[src/rtl/if_stage_pkg.sv]
// Shared definitions for the instruction-fetch stage: data widths, pcsource
// codes, FSM state encoding, the default bubble instruction and a PC helper.
package if_stage_pkg;

  localparam int unsigned XLEN = 32;

  // Default bubble instruction driven into ID when no valid fetch is present
  localparam logic [XLEN-1:0] NOP_INST_DEFAULT = 32'h0000_0000;

  // Next-PC selection requested by ID
  typedef enum logic [1:0] {
    PCS_SEQ = 2'b00,
    PCS_BR  = 2'b01,
    PCS_JR  = 2'b10,
    PCS_J   = 2'b11
  } pcsource_e;

  // FETCH: response is wanted; DROP: response belongs to an abandoned request
  typedef enum logic {
    ST_FETCH = 1'b0,
    ST_DROP  = 1'b1
  } if_state_e;

  // Sequential successor, 32-bit modulo
  function automatic logic [XLEN-1:0] pc_plus4(input logic [XLEN-1:0] pc);
    return pc + XLEN'(4);
  endfunction

endpackage

[src/rtl/if_stage_if_id_reg.sv]
// IF/ID pipeline register: load a fetched instruction, hold, or insert a bubble.
// Ports:
//   clk, clrn          clock, async active-low reset
//   i_load             capture i_inst / i_pc4 as a valid instruction
//   i_bubble           replace contents with NOP_INST, pc4 = 0, valid = 0
//   i_inst, i_pc4      fetched instruction and its pc+4
//   o_inst, o_pc4      registered instruction / pc+4 to ID
//   o_valid            registered valid flag to ID
module if_id_reg
  import if_stage_pkg::*;
#(
  parameter logic [XLEN-1:0] NOP_INST = NOP_INST_DEFAULT
) (
  input  logic            clk,
  input  logic            clrn,
  input  logic            i_load,
  input  logic            i_bubble,
  input  logic [XLEN-1:0] i_inst,
  input  logic [XLEN-1:0] i_pc4,
  output logic [XLEN-1:0] o_inst,
  output logic [XLEN-1:0] o_pc4,
  output logic            o_valid
);

  // Load wins over bubble; neither asserted means hold
  always_ff @(posedge clk or negedge clrn) begin
    if (!clrn) begin
      o_inst  <= NOP_INST;
      o_pc4   <= '0;
      o_valid <= 1'b0;
    end else if (i_load) begin
      o_inst  <= i_inst;
      o_pc4   <= i_pc4;
      o_valid <= 1'b1;
    end else if (i_bubble) begin
      o_inst  <= NOP_INST;
      o_pc4   <= '0;
      o_valid <= 1'b0;
    end
  end

endmodule

[src/rtl/if_stage.sv]
// Instruction-fetch stage with a single outstanding imem request. Redirects
// that arrive while a request is in flight park the target in pend_pc and
// discard the stale response (DROP state) before fetching the new target.
// Ports:
//   clk, clrn                 clock, async active-low reset
//   pcsource, bpc, rpc, jpc   next-PC select and redirect targets from ID
//   stall                     load-use stall; freezes pc, pend_pc and IF/ID
//   imem_req, imem_addr       fetch request (registered)
//   imem_rdata, imem_ready    fetch response
//   id_inst, id_pc4, id_valid IF/ID pipeline register
module if_stage
  import if_stage_pkg::*;
#(
  parameter logic [XLEN-1:0] RESET_PC = 32'h0000_0000,
  parameter logic [XLEN-1:0] NOP_INST = NOP_INST_DEFAULT
) (
  input  logic            clk,
  input  logic            clrn,
  input  logic [1:0]      pcsource,
  input  logic [XLEN-1:0] bpc,
  input  logic [XLEN-1:0] rpc,
  input  logic [XLEN-1:0] jpc,
  input  logic            stall,
  output logic            imem_req,
  output logic [XLEN-1:0] imem_addr,
  input  logic [XLEN-1:0] imem_rdata,
  input  logic            imem_ready,
  output logic [XLEN-1:0] id_inst,
  output logic [XLEN-1:0] id_pc4,
  output logic            id_valid
);

  if_state_e       r_state;
  logic [XLEN-1:0] r_pc;
  logic [XLEN-1:0] r_pend_pc;
  logic            r_req;

  logic            w_redirect;
  logic [XLEN-1:0] w_target;
  logic [XLEN-1:0] w_pc4;
  logic            w_rdy;
  logic            w_load;
  logic            w_bubble;

  // A stall masks pcsource entirely
  assign w_redirect = !stall && (pcsource != PCS_SEQ);
  assign w_pc4      = pc_plus4(r_pc);
  // A response is only meaningful while a request is being driven
  assign w_rdy      = imem_ready && r_req;

  // Redirect target mux
  always_comb begin
    w_target = bpc;
    case (pcsource)
      PCS_BR:  w_target = bpc;
      PCS_JR:  w_target = rpc;
      PCS_J:   w_target = jpc;
      default: w_target = bpc;
    endcase
  end

  // IF/ID control: only an accepted, wanted, non-redirected response loads
  always_comb begin
    w_load   = 1'b0;
    w_bubble = 1'b0;
    if (r_req && !stall) begin
      if (r_state == ST_FETCH && w_rdy && !w_redirect) w_load   = 1'b1;
      else                                             w_bubble = 1'b1;
    end
  end

  // Fetch FSM, PC and pending-target registers
  always_ff @(posedge clk or negedge clrn) begin
    if (!clrn) begin
      r_state   <= ST_FETCH;
      r_pc      <= RESET_PC;
      r_pend_pc <= '0;
      r_req     <= 1'b0;
    end else begin
      r_req <= 1'b1;
      if (r_req) begin
        case (r_state)
          ST_FETCH: begin
            // Under stall a response is dropped and the same pc re-fetched
            if (!stall) begin
              if (w_rdy) begin
                r_pc <= w_redirect ? w_target : w_pc4;
              end else if (w_redirect) begin
                r_pend_pc <= w_target;
                r_state   <= ST_DROP;
              end
            end
          end
          ST_DROP: begin
            // r_pc still holds the abandoned address, keeping imem_addr stable
            if (w_rdy) begin
              r_pc    <= w_redirect ? w_target : r_pend_pc;
              r_state <= ST_FETCH;
            end else if (w_redirect) begin
              r_pend_pc <= w_target;
            end
          end
          default: r_state <= ST_FETCH;
        endcase
      end
    end
  end

  assign imem_req  = r_req;
  assign imem_addr = r_pc;

  if_id_reg #(
    .NOP_INST (NOP_INST)
  ) u_if_id_reg (
    .clk      (clk),
    .clrn     (clrn),
    .i_load   (w_load),
    .i_bubble (w_bubble),
    .i_inst   (imem_rdata),
    .i_pc4    (w_pc4),
    .o_inst   (id_inst),
    .o_pc4    (id_pc4),
    .o_valid  (id_valid)
  );

endmodule

[config.mk]
export PLATFORM = sky130hd
export DESIGN_NAME = if_stage
export DESIGN_NICKNAME = d
export VERILOG_FILES = /design/src/rtl/if_stage_pkg.sv /design/src/rtl/if_stage_if_id_reg.sv /design/src/rtl/if_stage.sv
export SDC_FILE = /design/constraint.sdc
export NUM_CORES = 1
export LEC_CHECK = 0
export CAP_MARGIN = 10
export CORE_MARGIN = 2
export CORE_UTILIZATION = 40
export CTS_CLUSTER_DIAMETER = 120
export DETAILED_ROUTE_END_ITERATION = 12
export PLACE_DENSITY = 0.78
export SYNTH_ARGS = -nofsm -noshare
export SYNTH_HDL_FRONTEND = slang
export SYNTH_SLANG_ARGS = --single-unit
[constraint.sdc]
create_clock -name clk -period 2.1 [get_ports clk]
set_input_delay 0.21 -clock clk [delete_from_list [all_inputs] [get_ports clk]]
set_output_delay 0.21 -clock clk [all_outputs]
set_load 0.005 [all_outputs]
-- Yosys cells after proc, flatten, opt, wreduce, memory -nomap -nowiden
Cells that the tools add are included.
- register bits after elaboration: 131
- input port bits: 134
- output and inout port bits: 98
- logic and storage cells: 49
- add/sub/neg operators: 1
- equality and inequality tests: 5
- multiplexer cells: 24
- bitwise gates (word level): 1
- reductions and logical operators: 11
- operator list (kind ; number):
    $mux 32 ; 10
    $pmux 32 s2 ; 3
    $add 32x3->32 const B ; 1
    $mux 1 ; 10
    $logic_and 1x1->1 ; 5
    $eq 2x2->1 const B ; 2
    $ne 2x2->1 const B ; 2
    $reduce_and 4->1 ; 1
    $reduce_bool 2->1 ; 2
    $logic_not 1->1 ; 2
    $ne 2x1->1 const B ; 1
    $pmux 1 s2 ; 1
    $reduce_and 2->1 ; 1
    $not 1->1 ; 1

-- Depth between registers and ports, before layout
- word-level depth: 8
- depth in mapped cells: 8

-- Cells and area by module
From an unflattened synthesis, not the netlist that was laid out.
- cells, all modules: 693
- area, all modules: 6915.4 um2
- by module, submodules not included (module ; times used ; cells each ; area each (um2) ; seq. area each (um2)):
    if_stage ; 1 ; 548 ; 4588.2 ; 1651.6
    if_id_reg ; 1 ; 145 ; 2327.2 ; 1626.6

-- Worst setup path after synthesis
No wires, ideal clock.
- kind: reg2reg
- start: register r_pc[15], in the netlist imem_addr[15]
- end: register r_pc[31], in the netlist imem_addr[31]
- library setup time: 0.082 ns
- data arrival time: 2.069 ns
- setup slack: -0.051 ns
- cell stages (with the launch flop): 6
- period minus slack after synthesis: 2.151 ns
- cells stage by stage: dfrtp_1 nand2_1 or4_4 or4b_4 or3_1 a31oi_1
- longest elaborated chain between the ends: 5
- ends and longest elaborated chain (item ; line ; source):
    from (decl) ; if_stage.sv:34 ; logic [XLEN-1:0] r_pc;
    from (signal assigned) ; if_stage.sv:87 ; r_pc <= w_redirect ? w_target : w_pc4;
    from (signal assigned) ; if_stage.sv:97 ; r_pc <= w_redirect ? w_target : r_pend_pc;
    $add 32x3->32 ; if_stage_pkg.sv:26 ; return pc + XLEN'(4);
    $mux 32 ; if_stage.sv:87 ;
    $mux 32 ; if_stage.sv:86 ; if (w_rdy) begin
    $mux 32 ; if_stage.sv:85 ; if (!stall) begin
    $pmux 32 s2 ; if_stage.sv:82 ; case (r_state)
Every way passes these cells. The select of a mux whose other input is x is not followed.
A chain may end at the register's enable or synchronous reset.

-- Final worst setup path
- start: register r_pc[16], in the netlist imem_addr[16]
- end: register r_pc[29], in the netlist imem_addr[29]
Same word-level chain as after synthesis.

==> impl_metrics.env <==
export IMPL_status="finished clean"
export IMPL_routabilityCongestion=0.848
export IMPL_top_usage_layer="met2"
export IMPL_synth_edf_count=0
export IMPL_antenna_found_initial=0
export IMPL_async_reset_ff_share_pct=100
export IMPL_power_mw=8.77
export IMPL_register_area_sq_um=3280
export IMPL_viasPerCell=5.46
export IMPL_r2r_end="imem_addr[29]$_DFFE_PN0P_"
export IMPL_post_cts_resized=0
export IMPL_period_needed_ps=2000
export IMPL_clk_pin_slew_ps=60
export IMPL_hold_path_class="primary input to async pin"
export IMPL_synth_top_area_share_pct=47.8
export IMPL_die_x_um=135
export IMPL_synth_seq_cells=131
export IMPL_synthFlopType="dfrtp_1"
export IMPL_power_density_nw_per_um2=838
export IMPL_finClkSkew_ps=6.11
export IMPL_cts_tree="done"
export IMPL_synthCells=711
export IMPL_p_leak_nw=4.47
export IMPL_slew_headroom_pct=54.2
export IMPL_setup_viol=0
export IMPL_slew_viol_final=0
export IMPL_clock_fmax_mhz=499
export IMPL_critPathMaxStageDelay_ps=510
export IMPL_synth_area_leader_cell="dfrtp_1"
export IMPL_grt_pass1_wl_mm=33.5
export IMPL_r2r_cells=5
export IMPL_finalHoldViolations=0
export IMPL_period_share_pct=95.5
export IMPL_htree_levels=4
export IMPL_crit_buf_inv=1
export IMPL_grt_overflow=0
export IMPL_endpoint_kind="flip-flop"
export IMPL_ant_nets=0
export IMPL_fin_ws_ps=95.3
export IMPL_grt_max_degree=66
export IMPL_die_y_um=135
export IMPL_finalWirelength_mm=21.2
export IMPL_diodes=0
export IMPL_numCtsBuffers=17
export IMPL_multi_input_area_sq_um=3370
export IMPL_start_util_pct=41.1
export IMPL_ys_seq_area_share_pct=47.8
export IMPL_numClockSinks=131
export IMPL_r2r_slack_ps=100
export IMPL_synth_top_cells_by_area="dfrtp_1 48%, a22o_1 5.7%, o21ai_0 5.3%, mux2i_1 5.1%, nand2_1 4.1%"
export IMPL_post_drt_wl_per_cell_um=17.6
export IMPL_clock_path_buffers=2
export IMPL_path_delay_family="simple AND/OR/NAND/NOR gates"
export IMPL_use_met2_pct=37.8
export IMPL_synth_warnings=0
export IMPL_r2r_start="imem_addr[16]$_DFFE_PN0P_"
export IMPL_grt_pass1_vias=6325
export IMPL_met1_usage_pct=32.0
export IMPL_drc=0
export IMPL_drt_pass1_iterations=7
export IMPL_cp_slowest_cell="or4_4"
export IMPL_tns_ps=0
export IMPL_first_iter_violations=558
export IMPL_yosysMostFrequentCell="dfrtp_1"
export IMPL_rsz0062_at_grt="no"
export IMPL_cp_required_ps=2390
export IMPL_io_buffer_count=231
export IMPL_post_route_cells_drive_above_1_share_pct=13.3
export IMPL_clk_latency_ps=420
export IMPL_track_usage_pct=23.5
export IMPL_placedCellCount=1171
export IMPL_root_buffer="clkbuf_16"
export IMPL_tightestPinTransition_ps=687
export IMPL_fp_coreArea_sq_um=16700
export IMPL_grt_util_met3_pct=5.22
export IMPL_ir_drop_uv=615
export IMPL_post_dp_cell_area_sq_um=9830
export IMPL_nFillCells=1412
export IMPL_fp_row_count=47
export IMPL_critPathMaxFanout=3
export IMPL_num_vias=6578
export IMPL_syn_avg_cell_area_sq_um=9.65
export IMPL_crit_chain="nand2_2 -> or4_4 -> or4b_4 -> buf_4 -> o311ai_0"
export IMPL_crit_type="flip-flop to flip-flop"
export IMPL_io_pins=232
export IMPL_hpwl_mm=16.0
export IMPL_nets=1107
export IMPL_post_route_cell_area_sq_um=10500
export IMPL_area_growth_pct=52.5
export IMPL_synthTopCellsByCount="131 x dfrtp_1, 75 x nand2_1, 72 x o21ai_0"
export IMPL_critPathLaunchType="flip-flop"
export IMPL_cp_arrival_ps=2300
export IMPL_die_area_sq_um=18200
export IMPL_dp_slack_ps=-53.0
export IMPL_synthesis_area_sq_um=6860
export IMPL_synth_fp_nets=846
export IMPL_maxCapViolCount=0
export IMPL_synthDistinctLibCells=58
export IMPL_final_cells=1205
worst max-delay path by stage:
stage / to / slack, ps / cells past startpoint / start
floorplan: imem_addr[31]$_DFFE_PN0P_ / 2 / 5 / imem_addr[16]$_DFFE_PN0P_
global placement: imem_addr[22]$_DFFE_PN0P_ / -40 / 8 / stall
detailed placement: imem_addr[26]$_DFFE_PN0P_ / -50 / 6 / stall
CTS: imem_addr[31]$_DFFE_PN0P_ / 50 / 5 / imem_addr[16]$_DFFE_PN0P_
global route: imem_addr[31]$_DFFE_PN0P_ / 20 / 5 / imem_addr[26]$_DFFE_PN0P_
finish: imem_addr[29]$_DFFE_PN0P_ / 100 / 5 / imem_addr[16]$_DFFE_PN0P_
cells in the final DEF, fill, tap and decap left out, drive strengths merged, types with 4 or more instances in the layout:
master,instances
nand4,8
a211oi,24
or3,5
nand3,27
clkinvlp,4
nor2,41
and4,5
o211ai,10
mux2,11
o21ai,72
clkbuf,18
o31ai,6
a21oi,24
a21o,15
dfrtp,131
and2,5
inv,7
a31oi,15
nand2,75
xor2,14
a22o,45
xnor2,12
mux2i,35
buf,72
clkdlybuf4s50,228
and3,10
nand2b,10
power by group:
group	switching [mW]	leakage (nW)	internal, mW
Combinational	1.12	2.48	1.35
Clock	1.17	0.290	1.91
Sequential	0.299	1.70	2.92
flip-flops by register name (all words and copies together) (netlist names):
| register | count |
|---|---|
| imem_addr | 32 |
| r_pend_pc | 32 |
| u_if_id_reg.o_inst | 32 |
| u_if_id_reg.o_pc4 | 32 |
| imem_req | 1 |
| r_state | 1 |
| u_if_id_reg.o_valid | 1 |
final cells by class:
type / instances / area share (%)
clock buffers: 18 / 4.20
clock inverters: 14 / 1.70
inverters: 3 / 0.108
multi-input cells: 518 / 32.2
flip-flops and latches: 131 / 31.4
well taps: 220 / 2.63
repair buffers: 301 / 27.8
metrics by stage:
| step | hold WS [ps] | util [%] |
|---|---|---|
| 2_1_floorplan | -85.6 | - |
| 3_3_place_gp | 213 | 58.8 |
| 3_5_place_dp | 214 | 58.8 |
| 4_1_cts | 337 | 62.6 |
| 5_1_grt | 376 | 62.6 |
| 6_report | 326 | 62.6 |
cells by family after synthesis:
group	count (synthesis)	synth area share (%)
AO/OA/AOI/OAI	241	24.0
AND/OR/NAND/NOR	203	14.3
flip-flops	131	47.8
buffers and inverters	62	3.45
multiplexers	46	6.91
XOR/XNOR	26	3.32
adder cells (fa/ha/maj)	1	0.182
other	1	0.0547
timing repair:
item,CTS,global route
hold buffers,1,0
endpoints found under the hold margin,52,0
setup buffers,0,1
endpoints found under the setup margin,0,1
layer usage:
metal  wire, um  vias up
met5          0        -
met4        422        0
met3       1610       29
met2       9880      305
met1       9310     3089
li1           -     3155
(Power assumes the default switching activity.)
